===== src/rtl/ram_fifo_ctrl.sv =====
// Valid/ready FIFO built on a single-port RAM with registered write and
// combinational read, plus a one-word registered output stage.
module ram_fifo_ctrl #(
   parameter int AW    = 4,
   parameter int DW    = 4,
   parameter int DEPTH = 16
) (
   input  logic          clk,
   input  logic          rst_n,
   input  logic          wr_valid,
   input  logic [DW-1:0] wr_data,
   output logic          wr_ready,
   output logic          rd_valid,
   output logic [DW-1:0] rd_data,
   input  logic          rd_ready,
   output logic [AW:0]   count,
   output logic          full,
   output logic          empty,
   output logic          ram_enable,
   output logic [AW-1:0] ram_ab,
   output logic [DW-1:0] ram_dbi,
   input  logic [DW-1:0] ram_dbo
);

   localparam logic [AW:0] FULL_CNT = (AW+1)'(DEPTH);

   logic [AW-1:0] wr_ptr;
   logic [AW-1:0] rd_ptr;
   logic [AW:0]   ram_cnt;
   logic          last_grant;   // 0: fetch won the last conflict, 1: write did

   logic fetch_need;
   logic write_need;
   logic grant_write;
   logic grant_fetch;
   logic conflict;
   logic pop;

   // Handshakes: a word moves on a rising edge where valid && ready are both
   // high; ready never depends on the same-side valid, so no loops form.
   always_comb begin
      fetch_need  = (ram_cnt != '0) && (!rd_valid || rd_ready);
      write_need  = wr_valid && (ram_cnt != FULL_CNT);
      conflict    = fetch_need && write_need;
      grant_write = write_need && (!fetch_need || !last_grant);
      grant_fetch = fetch_need && (!write_need || last_grant);
      pop         = rd_valid && rd_ready;
      wr_ready    = (ram_cnt != FULL_CNT) && !(fetch_need && last_grant);
   end

   // Only a write drives the write pointer onto the shared address bus.
   always_comb begin
      ram_enable = grant_write;
      ram_ab     = grant_write ? wr_ptr : rd_ptr;
      ram_dbi    = wr_data;
   end

   always_comb begin
      count = ram_cnt + {{AW{1'b0}}, rd_valid};
      full  = (ram_cnt == FULL_CNT);
      empty = !rd_valid && (ram_cnt == '0);
   end

   always_ff @(posedge clk or negedge rst_n) begin
      if (!rst_n) begin
         wr_ptr     <= '0;
         rd_ptr     <= '0;
         ram_cnt    <= '0;
         last_grant <= 1'b0;
         rd_valid   <= 1'b0;
         rd_data    <= '0;
      end else begin
         if (grant_write) begin
            wr_ptr <= wr_ptr + 1'b1;
         end
         if (grant_fetch) begin
            rd_ptr   <= rd_ptr + 1'b1;
            rd_data  <= ram_dbo;
            rd_valid <= 1'b1;
         end else if (pop) begin
            rd_valid <= 1'b0;
         end
         case ({grant_write, grant_fetch})
            2'b10:   ram_cnt <= ram_cnt + 1'b1;
            2'b01:   ram_cnt <= ram_cnt - 1'b1;
            default: ram_cnt <= ram_cnt;
         endcase
         if (conflict) begin
            last_grant <= grant_write;
         end
      end
   end

endmodule


===== config.mk =====
export PLATFORM = sky130hd
export DESIGN_NAME = ram_fifo_ctrl
export DESIGN_NICKNAME = d
export VERILOG_FILES = /design/src/rtl/ram_fifo_ctrl.sv
export SDC_FILE = /design/constraint.sdc
export NUM_CORES = 1
export LEC_CHECK = 0
export BUFFER_PORTS_ARGS = -buffer_cell sky130_fd_sc_hd__buf_2
export CAP_MARGIN = 20
export CORE_MARGIN = 4
export CORE_UTILIZATION = 57
export CTS_BUF_LIST = sky130_fd_sc_hd__clkbuf_4 sky130_fd_sc_hd__clkbuf_8
export DETAILED_ROUTE_END_ITERATION = 6
export MAX_ROUTING_LAYER = met4
export PLACE_DENSITY = 0.86
export SETUP_SLACK_MARGIN = 0.02
export SYNTH_ARGS = -nofsm -noshare
export SYNTH_HDL_FRONTEND = slang
export SYNTH_SLANG_ARGS = --single-unit

===== constraint.sdc =====
create_clock -name clk -period 8.11 [get_ports clk]
set_input_delay 1.622 -clock clk [delete_from_list [all_inputs] [get_ports clk]]
set_output_delay 1.622 -clock clk [all_outputs]
set_load 0.05 [all_outputs]

# Word-level counts from Yosys, hierarchy flattened
# Cells that the tools add are included.
# classes
reduce_logical,21
n_eq_ne,4
n_addsub,5
n_mux,4
# op_table
op,n
$pmux 5 s2,1
$logic_and 1x1->1,9
$add 4x1->4 const B,2
$add 5x1->5,1
$add 5x1->5 const B,1
$eq 5x5->1 const B,1
$logic_not 1->1,5
$logic_not 5->1,1
$ne 5x5->1 const B,1
$reduce_bool 5->1,1
$sub 5x1->5 const B,1
$mux 4,1
$reduce_bool 2->1,2
$logic_or 1x1->1,3
$eq 2x1->1 const B,1
$eq 2x2->1 const B,1
$mux 1,2
# totals
wordCells,40
out_inout_bits,22
in_bits,12
reg_bits,19

# Logic depth before layout (Yosys ltp)
# Gate-level depths: netlist of run 1.
# depth
ltp_word,8
ltp_mapped,13
ltp_nobuf,10

# Worst setup path after synthesis of run 1
# No wires, ideal clock.
# synth_path
kind,input -> output
from,in rd_ready
to,out wr_ready
path_buffers,0
path_slack_ps,3761
path_stages,2
required_ps,6488
arrival_ps,2727
cell_sequence,nand2b_1 > a31oi_1
# synth_between
elab_chain_cells,5
# synth_rtl
item,line,source
"start, declared",15,"input logic rd_ready,"
$logic_or 1x1->1,42,fetch_need = (ram_cnt != '0) && (!rd_valid || rd_ready);
$logic_and 1x1->1,42,
$logic_and 1x1->1,48,wr_ready = (ram_cnt != FULL_CNT) && !(fetch_need && last_grant);
$logic_not 1->1,48,
$logic_and 1x1->1,48,
"end, declared",12,"output logic wr_ready,"
# No other way between the ends.

# Worst setup path in the final report of run 1
# layout_path
from,in rd_ready
to,out ram_ab[1]
# layout_between
elab_chain_cells,6
# layout_rtl
item,line,source
$logic_or 1x1->1,42,
$logic_and 1x1->1,42,
$logic_not 1->1,45,grant_write = write_need && (!fetch_need || !last_grant);
$logic_or 1x1->1,45,
$logic_and 1x1->1,45,
$mux 4,54,ram_ab = grant_write ? wr_ptr : rd_ptr;
"end, declared",20,"output logic [AW-1:0] ram_ab,"
# No other way between the ends.

==> metrics.txt, run 1 <==
status completed; CTS buffer count 3; GPL Wtd Cong 0.734; first-pass GRT wire length 3570 microns; Sink Count 19; starting density of the core 0.608; WL per Instance 14.4 microns; Die Area 2910 sq um; Buf/Inv on CP 2; CTS Buffer Depth 2; Slew headroom 0.698; Slew @ Worst Pin 0.453 ns; initial antenna violation count 0; Site Rows 16; Final Hold Fails 0; min-delay src wr_ptr[3]; Worst setup SP type primary input; CTS tree done; dpl hpwl 1600 microns; Via Count 848; Max Slew Vio Count 0; # fillers 163; Area Growth Syn to Fin 10.2%; 1st-iter DRT viols 6; synth warn 0; setup_tns 0 ns; I/O pin total 34; most common cell after layout, fill and taps aside buf_2; Synth Area per Inst 11.3 sq um; arrival time worst endpoint 2.87 ns; count of cell types in the netlist 34; hold buffer count at CTS 0; chip height 54.0 microns; die width 54.0 microns; clk_lat worst skew 0.31 ns; Max Cap Violations 0; delay-heaviest family, CP simple AND/OR/NAND/NOR gates; CP max stage delay 0.35 ns; post-route clock period utilization 0.554; drt via density 5.51; Cells after Synth 107; Worst Skew 0.00580 ns; postcts setup bufs 0; setup violators final 0; Reg clk slew, reported paths 0.12 ns; kind of critical path primary input to output pin; Synth Register Bits 19; total gr overflow 0; H-tree depth 1; vias in the first global route 774; Hold WS 0.488 ns; share of the yosys chip area belonging to registers 0.395; Post-Syn Area 1200 sq um; Peak Freq 223 MHz; total track usage 0.180; Register Area 475 sq um; post-synthesis net count 127; PortBufs 25; pin count of the biggest net entering global routing 20; slowest CP cell mux2_4; drt drc 0; min cycle time layout 4.49 ns; HP Class flop to flop; final WL 2220 microns; diodes inserted 0; core area 1980 sq um; CP cell instances buf_2 -> nand2b_1 -> o211ai_4 -> nand3_4 -> mux2_4 -> buf_2; drt pass-1 iters 4; layout cell share with drive strength beyond 1 0.354; remaining antenna violation count after routing 0; # resized after CTS 0; Worst path most repeated cell buf_2; commonest non-fill, non-tap cells in the layout buf_2, dfrtp_1, xnor2_1, ha_1, xor2_1; Worst Path Required 6.49 ns; CP Capture Type output pin; area of the multi-input gates 654 sq um; RSZ-0062 raised after global routing false; Worst setup startpoint rd_ready; Final nets 148; critical-path maximum fanout 9; Critical R2R Launch ram_cnt[2]; Root Buffer clkbuf_4
==> final timing paths <==
kind                                    to  slack [ns]  depth (start not counted)
worst min register to register   wr_ptr[3]        0.49                          1
min in group asynchronous         rd_valid        1.23                          1
worst max-delay path             ram_ab[1]        3.62                          6
worst max register to register  ram_cnt[4]        5.06                         10
max in group asynchronous       rd_data[1]        6.58                          1
worst min-delay path             wr_ptr[3]        0.49                          1
==> cell type report <==
cell class / count / share of cell area
clock inverter: 1 / 0.00377
multi-input combinational: 76 / 0.493
clock buffer: 3 / 0.0170
timing repair buffer: 25 / 0.0943
inverter: 3 / 0.00848
sequential: 19 / 0.358
tap: 27 / 0.0254
==> synth_stat cells <==
cell,number,share of area
dfrtp_1,19,0.39
xnor2_1,9,0.065
ha_1,8,0.083
xor2_1,7,0.051
mux2_2,6,0.056
mux2_4,5,0.062
buf_4,4,0.025
nand2_1,4,0.012
nand3_1,4,0.017
nor3_1,4,0.017
clkbuf_1,3,0.0093
inv_1,3,0.0093
nand2b_1,3,0.016
o21ai_0,3,0.012
a21oi_1,2,0.0083
a31oi_1,2,0.010
buf_6,2,0.019
nand4_1,2,0.010
nor2_1,2,0.0062
a21boi_0,1,0.0062
a32o_1,1,0.0083
and3_1,1,0.0052
nand3_4,1,0.015
nand3b_1,1,0.0062
nand4b_1,1,0.0073
nor2_2,1,0.0052
nor2b_1,1,0.0052
nor3b_1,1,0.0062
nor4_1,1,0.0052
o211ai_4,1,0.018
o21a_1,1,0.0062
o21ai_2,1,0.0073
o31ai_1,1,0.0062
or4_4,1,0.0093
==> layer usage <==
layer  global-route usage  vias to the layer above  routed length [microns]  part of all wire
met2                0.286                       24                     1050              0.47
met4               0.0788                        0                       32             0.014
met3               0.0416                        5                      125             0.056
met5                    -                        -                        0                 0
met1                0.217                      404                     1010              0.46
li1                     -                      415                        -                 -
==> logic make-up after synthesis <==
| group | after synthesis | synth area share |
|---|---|---|
| simple gates | 28 | 0.142 |
| flops | 19 | 0.395 |
| xor+xnor | 16 | 0.116 |
| compound gates | 13 | 0.0831 |
| buf+inv | 12 | 0.0623 |
| mux | 11 | 0.118 |
| fa+ha+maj | 8 | 0.0831 |
==> sequential cells by signal, summed over array words and instances (netlist names) <==
signal / count
rd_ptr: 4
ram_cnt: 5
wr_ptr: 4
last_grant: 1
rd_data: 4
rd_valid: 1
==> per-stage QoR <==
stage	setup slack [ns]	util	cells	instance area, sq um
after global routing	3.57	0.670	154	1330
after CTS	3.62	0.670	154	1330
after global placement	3.67	0.656	150	1300
after floorplan	3.76	-	107	1200
final	3.62	0.670	154	1330
after detailed placement	3.64	0.656	150	1300
Power of run 1 is not shown: default switching activity piles up to over one toggle a cycle in this logic, so the estimate is an artifact.
==> run 2, diff against run 1 <==
- CORE_UTILIZATION: 57 -> 48
- PLACE_DENSITY: 0.86 -> 0.77
- clock period: 8.11 -> 3.7 ns (I/O delays scaled with it)
==> metrics.txt, run 2 (synthesis results as in run 1) <==
first-pass GRT wire length 4000 microns (was 3570 microns); min cycle time layout 3.18 ns; slowest CP cell or4_4 (was mux2_4); postcts setup bufs 0 (unchanged); # resized after CTS 0 (unchanged); Largest register FFs 5 (unchanged); setup violators final 0 (unchanged); final WL 2260 microns (was 2220 microns); post-route clock period utilization 0.860; CP cell instances or4_4 -> o211ai_4 -> nand3_4 -> mux2_4 -> buf_2 (was buf_2 -> nand2b_1 -> o211ai_4 -> nand3_4 -> mux2_4 -> buf_2); total gr overflow 0 (unchanged); setup_tns 0 ns (unchanged); 1st-iter DRT viols 14 (was 6); CTS tree done (unchanged); I/O pin total 34 (unchanged); Final Hold Fails 0 (unchanged); vias in the first global route 910 (was 774); Worst setup SP type flop (was primary input); commonest non-fill, non-tap cells in the layout buf_2, dfrtp_1, xnor2_1, ha_1, xor2_1 (unchanged); PortBufs 25 (unchanged); dpl hpwl 1800 microns (was 1600 microns); CP Capture Type output pin (unchanged); hold buffer count at CTS 0 (unchanged); initial antenna violation count 0 (unchanged); die width 58.1 microns (was 54.0 microns); kind of critical path flop to output pin (was primary input to output pin); clk_lat worst skew 0.29 ns (was 0.31 ns); pin count of the biggest net entering global routing 20 (unchanged); drt drc 0 (unchanged); remaining antenna violation count after routing 0 (unchanged); CP max stage delay 0.63 ns (was 0.35 ns); status completed (unchanged); # fillers 212 (was 163); Worst Skew 0.00205 ns (was 0.00580 ns); Post-Place Cells 151 (was 150); critical-path maximum fanout 12 (was 9); HP Class primary input to async pin (was flop to flop); CTS buffer count 3 (unchanged); Slew @ Worst Pin 0.428 ns (was 0.453 ns); Peak Freq 314 MHz; Sink Count 19 (unchanged); Reg clk slew, reported paths 0.10 ns (was 0.12 ns); Buf/Inv on CP 1 (was 2); H-tree depth 1 (unchanged); Site Rows 17 (was 16); GPL Wtd Cong 0.765 (was 0.734); drt pass-1 iters 4 (unchanged); CTS Buffer Depth 2 (unchanged); Root Buffer clkbuf_4 (unchanged); delay-heaviest family, CP simple AND/OR/NAND/NOR gates (unchanged); chip height 58.1 microns (was 54.0 microns); Slew headroom 0.715 (was 0.698); Die Area 3380 sq um (was 2910 sq um); most common cell after layout, fill and taps aside buf_2 (unchanged); Max Slew Vio Count 0 (unchanged); layout cell share with drive strength beyond 1 0.354 (unchanged); RSZ-0062 raised after global routing false (unchanged); drt via density 5.56 (was 5.51); Area Growth Syn to Fin 10.5% (was 10.2%); Via Count 862 (was 848); Final nets 148 (unchanged); WL per Instance 14.6 microns (was 14.4 microns); final cell count without fillers 155 (was 154); Worst Path Required 2.96 ns (was 6.49 ns); Max Cap Violations 0 (unchanged); register bank with the most flops ram_cnt (unchanged); total track usage 0.155 (was 0.180); starting density of the core 0.525 (was 0.608); arrival time worst endpoint 2.44 ns (was 2.87 ns); diodes inserted 0 (unchanged); core area 2300 sq um (was 1980 sq um)
## run 2: path summary, 6_finish.rpt
kind	startpoint	slack [ns]	cells after the start	endpoint
worst max-delay path	ram_cnt[2]	0.52	5	ram_ab[2]
worst min-delay path	rst_n	0.37	1	rd_data[3]
worst max register to register	ram_cnt[2]	0.70	10	ram_cnt[2]
worst min register to register	wr_ptr[3]	0.48	1	wr_ptr[3]
max in group asynchronous	rst_n	3.03	1	rd_valid
min in group clk	wr_ptr[3]	0.48	1	wr_ptr[3]
## run 2: cell type report
| type | count | area, sq um | share of cell area |
|---|---|---|---|
| clock buffer | 4 | 30.0 | 0.0226 |
| inverter | 3 | 11.3 | 0.00846 |
| multi-input combinational | 76 | 654 | 0.492 |
| sequential | 19 | 475 | 0.357 |
| tap | 28 | 35.0 | 0.0263 |
| timing repair buffer | 25 | 125 | 0.0940 |
## run 2: stage by stage
step | hold WS, ns | util | worst slack, ns | cell area (sq um)
finish | 0.367 | 0.580 | 0.518 | 1330
global route | 0.374 | 0.580 | 0.385 | 1330
CTS | 0.375 | 0.580 | 0.493 | 1330
detailed placement | 0.466 | 0.566 | 0.710 | 1300
global placement | 0.459 | 0.566 | 0.821 | 1300
floorplan | 0.442 | - | 0.744 | 1200
## run 2: metal layers
layer | share of wire | wire (microns) | track usage
met5 | 0 | 0 | -
met4 | 0.015 | 34 | 0.0364
met3 | 0.080 | 181 | 0.0535
met2 | 0.48 | 1090 | 0.247
met1 | 0.42 | 952 | 0.189
Power of run 2 is left out for the same reason.
